<file path="config.mk">
export PLATFORM = sky130hd
export DESIGN_NAME = if_id_reg
export DESIGN_NICKNAME = d
export VERILOG_FILES = /design/src/rtl/if_id_reg.sv
export SDC_FILE = /design/constraint.sdc
export NUM_CORES = 1
export LEC_CHECK = 0
export CORE_ASPECT_RATIO = 1.1
export CORE_UTILIZATION = 40
export CTS_BUF_LIST = sky130_fd_sc_hd__clkbuf_8
export CTS_CLUSTER_DIAMETER = 80
export DETAILED_ROUTE_END_ITERATION = 8
export GPL_TIMING_DRIVEN = 1
export PLACE_DENSITY = 0.8
export REMOVE_ABC_BUFFERS = 1
export SYNTH_ARGS = -nofsm -noshare
export SYNTH_HDL_FRONTEND = slang
export SYNTH_SLANG_ARGS = --single-unit
</file>
<file path="constraint.sdc">
create_clock -name clk -period 1.8 [get_ports clk]
set_clock_uncertainty 0.2 [all_clocks]
set_input_delay 0.18 -clock clk [delete_from_list [all_inputs] [get_ports clk]]
set_output_delay 0.18 -clock clk [all_outputs]
set_load 0.03 [all_outputs]
</file>
<file path="src/rtl/if_id_reg.sv">
// IF/ID pipeline register: captures fetched PC/instruction, flags fetch AdEL,
// and handles stall, flush and exception-request bubbles. AdEL detection is built when IF_ID_ADEL_CHECK_EN is defined.
module if_id_reg #(
  parameter logic [31:0] RESET_PC   = 32'h0000_3000,
  parameter logic [31:0] HANDLER_PC = 32'h0000_4180,
  parameter logic [31:0] TEXT_LO    = 32'h0000_3000,
  parameter logic [31:0] TEXT_HI    = 32'h0000_6FFC
) (
  input  logic        clk,
  input  logic        reset,
  input  logic [31:0] F_PC,
  input  logic [31:0] F_Instr,
  input  logic        F_BD,
  input  logic        En_IF_ID,
  input  logic        Flush,
  input  logic        Req,
  output logic [31:0] D_PC,
  output logic [31:0] D_Instr,
  output logic [4:0]  D_ExcCode,
  output logic        D_BD,
  output logic        D_Valid
);

  localparam logic [4:0] EXC_NONE = 5'd0;
  localparam logic [4:0] EXC_ADEL = 5'd4;

  logic [31:0] load_instr;
  logic [4:0]  load_exc;

`ifdef IF_ID_ADEL_CHECK_EN
  logic fetch_fault;

  // Unsigned window compare plus word alignment.
  assign fetch_fault = (F_PC[1:0] != 2'b00) || (F_PC < TEXT_LO) || (F_PC > TEXT_HI);
  assign load_instr  = fetch_fault ? 32'h0 : F_Instr;
  assign load_exc    = fetch_fault ? EXC_ADEL : EXC_NONE;
`else
  logic unused_text_window;

  assign unused_text_window = ^{TEXT_LO, TEXT_HI};
  assign load_instr         = F_Instr;
  assign load_exc           = EXC_NONE;
`endif

  always_ff @(posedge clk) begin
    if (reset) begin
      D_PC      <= RESET_PC;
      D_Instr   <= 32'h0;
      D_ExcCode <= EXC_NONE;
      D_BD      <= 1'b0;
      D_Valid   <= 1'b0;
    end else if (Req) begin
      D_PC      <= HANDLER_PC;
      D_Instr   <= 32'h0;
      D_ExcCode <= EXC_NONE;
      D_BD      <= 1'b0;
      D_Valid   <= 1'b0;
    end else if (!En_IF_ID) begin
      // Stall holds everything, including a pending flush.
      D_PC      <= D_PC;
      D_Instr   <= D_Instr;
      D_ExcCode <= D_ExcCode;
      D_BD      <= D_BD;
      D_Valid   <= D_Valid;
    end else if (Flush) begin
      // Bubble keeps the real PC so EPC logic never sees zero.
      D_PC      <= F_PC;
      D_Instr   <= 32'h0;
      D_ExcCode <= EXC_NONE;
      D_BD      <= 1'b0;
      D_Valid   <= 1'b0;
    end else begin
      D_PC      <= F_PC;
      D_Instr   <= load_instr;
      D_ExcCode <= load_exc;
      D_BD      <= F_BD;
      D_Valid   <= 1'b1;
    end
  end

endmodule

</file>
== Word-level counts from Yosys, hierarchy flattened ==
Index checks and enable logic that the tools add are counted.
Storage, ports and cells
  word-level logic and storage cells: 12
  output and inout bits: 71
  input port bits: 70
  register bits after elaboration: 66
Operators by class
  reduce and logical (&&, ||, !) cells: 2
  multiplexer cells: 5
Operators by type and width (count)
  $mux 32: 1
  $mux 15: 2
  $mux 1: 2
  $reduce_bool 2->1: 1
  $reduce_or 2->1: 1

== Logic depth before layout (Yosys ltp) ==
  word-level depth: 2
  gate-level depth with buffers: 4
  gate-level depth less buffers: 2

== Worst setup path before layout ==
Ideal clock, no wire load.
  path kind: input -> register
  start: in En_IF_ID
  end: reg D_PC[19]
  data arrival time: 0.777 ns
  slack: 0.708 ns
  buffers on the path: 2
  setup time: 0.115 ns
  stages: 4
  data required time: 1.485 ns
  cell sequence: buf_4 -> buf_2 -> mux2i_1 -> nor2_2
RTL lines
  start, declared: RTL line 14  | input logic En_IF_ID,
  end signal, assigned: RTL line 47  | D_PC <= RESET_PC;
  end signal, assigned: RTL line 53  | D_PC <= HANDLER_PC;
  end signal, assigned: RTL line 60  | D_PC <= D_PC;
  end, declared: RTL line 17  | output logic [31:0] D_PC,

== Final worst setup path ==
  start: reg D_Instr[25]
  end: out D_Instr[25]
RTL lines
  start, declared: RTL line 18  | output logic [31:0] D_Instr,
  start signal, assigned: RTL line 61  | D_Instr <= D_Instr;
  start signal, assigned: RTL line 74  | D_Instr <= load_instr;
No word-level cell between the ends.

==> results.cfg <==
[floorplanning]
io-pin-count = 141
rows = 31
start_util_pct = 42.3
dieArea_um2 = 7480
core_area_um2 = 6750
fp.dieH_um = 90.6
die_w_um = 82.6

[pwr]
ir_worst_vdd_mv = 0.436
cellPowerDensity_nw_per_um2 = 736
p_leak_nw = 1.57
p_total_mw = 3.23

[outcome]
status = complete, no violations

[routing]
via_per_inst = 4.66
drt-initial-drc-count = 46
drt-total-wl_um = 6490
post_drt_wl_per_cell_um = 13.6
route.detailed.drc = 0
dr.pass1.iters = 4
vias = 2229
ant_nets = 0

[logic_synthesis]
syn_inst = 260
syn_area_um2 = 2860
yosys_warnings = 0
synthDistinctLibCells = 18
synth-seq-cells = 66
yosysSeqAreaShare_pct = 46.3
synth.avg_cell_area_um2 = 11.0

[setup_path]
rr_startpoint = D_PC[10]$_SDFFE_PP0P_
crit_start = D_Instr[25]$_SDFFE_PP0P_
worst-path-buf-inv = 1
critPathRequiredTime_ns = 1.42
path_delay_family = buffers and inverters
cp_max_fo = 2
slowest_delay_ns = 0.68
cp_cell_sequence = clkdlybuf4s50_1
crit_path_end_kind = output port
worstSetupPathType = flop to output port
worstPathArrival_ns = 1.37
start_kind = flop
reg2reg_slack_ns = 0.94
cpMaxStageDelayCell = clkdlybuf4s50_1

[placement]
port_buffers = 135
dp_hpwl_um = 4610
gp_congestion = 0.708
dp.cells = 462

[clock_network]
clkTransAtPathRegs_ns = 0.07
cts_root_buf = clkbuf_8
htree_levels = 3
cts_tree = yes
post_cts_resized = 0
clk_path_buf_depth = 2
cts_hold_buf = 0
cts_made_buffers = 9
clock-sinks = 66
postCtsSetupBuffers = 0
insertion_delay_ns = 0.32

[flow_run]
maxCapViolCount = 0

[timing]
maxSlewViolCount = 0
hold_ws_ns = 0.103
setup_violations = 0
fin_crit_sh_pct = 97.0
period_minus_slack_ns = 1.75
setup-tns-final_ns = 0
hold_viol_final = 0
fmax_ghz = 0.573
grt_setup_unrepaired = no

[finish]
area_growth_pct = 53.9
antenna_cells = 0
drive_gt1_share_pct = 21.2
final_cell_count_no_fill = 478
fin_nets = 461

[worst_hold_path]
hold_class = input pin to flop
min-delay-start = En_IF_ID

[global_route]
grt_max_degree = 35
grt_pass1_vias = 2245
gr-usage-all-layers_pct = 18.1
antenna_found_initial = 0
grt_overflow = 0
grt_pass1_wl_um = 10400
==> metrics by stage <==
stage	cell area (µm²)	worst slack [ns]	utilization, %
global placement	4210	0.246	62.4
detailed placement	4210	0.187	62.4
global route	4390	0.000482	65.1
CTS	4390	0.0410	65.1
finish	4390	0.0543	65.1
floorplan	2630	-0.701	-
==> where the power goes <==
| part | switching, mW | internal, mW |
|---|---|---|
| Combinational | 0.273 | 0.310 |
| Sequential | 0.0223 | 1.50 |
| Clock | 0.526 | 0.599 |
==> kinds of logic (layout without fill, tap and decap cells) <==
kind of cell	count (synthesis)	count (layout)	synth area share (%)
other	1	5	0.131
multiplexers	32	32	11.2
flip-flops	66	66	46.3
buffers and inverters	27	159	8.59
AND/OR/NAND/NOR	95	95	22.2
AO/OA/AOI/OAI	39	39	11.6
==> cell type report <==
class,instances,area (µm²)
fillers,573,2360
repair buffers,142,1480
flip-flops and latches,66,1320
inverters,1,3.75
clock inverters,4,17.5
well taps,82,103
clock buffers,12,165
multi-input cells,171,1310
==> registers in the layout, indices dropped and copies added, names as in the netlist <==
name	count
D_Instr	32
D_PC	32
D_BD	1
D_Valid	1
==> per-layer routing <==
metal	part of all wire, %	up-vias	GRT usage, %
met5	0	-	0
met4	0.20	0	5.60
met3	9.9	2	7.17
met2	47	93	29.6
met1	43	1010	21.5
li1	-	1124	-
==> layout by cell type (no fill, tap or decap), types with 2 or more instances in the layout <==
cell type,instances
nor2_2,27
clkinv_2,2
clkbuf_8,12
o21bai_1,2
clkdlybuf4s50_1,134
buf_12,6
buf_4,2
mux2i_1,32
nand2b_1,33
conb_1,5
inv_1,3
nand3b_1,33
a21oi_1,3
dfxtp_1,66
a21oi_2,33
==> worst paths after layout <==
path | to | depth (start not counted)
worst max-delay path | D_Instr[25] | 1
worst min register to register | D_Instr[15]$_SDFFE_PP0P_ | 2
worst max register to register | D_PC[10]$_SDFFE_PP0P_ | 2
worst min-delay path | D_Instr[17]$_SDFFE_PP0P_ | 3
==> synth_stat cells <==
cell type,count,share of area [%]
dfxtp_1,66,46
a21oi_2,33,10
nand2b_1,33,7.2
nand3b_1,33,8.7
mux2i_1,32,11
nor2_2,27,5.9
buf_4,9,2.4
buf_12,6,4.2
clkbuf_1,6,0.79
buf_2,4,0.70
a21oi_1,3,0.53
o21bai_1,2,0.53
a211oi_2,1,0.44
buf_6,1,0.39
conb_1,1,0.13
inv_1,1,0.13
nor2_1,1,0.13
or2_1,1,0.22
Power figures use the tool's default switching activity.
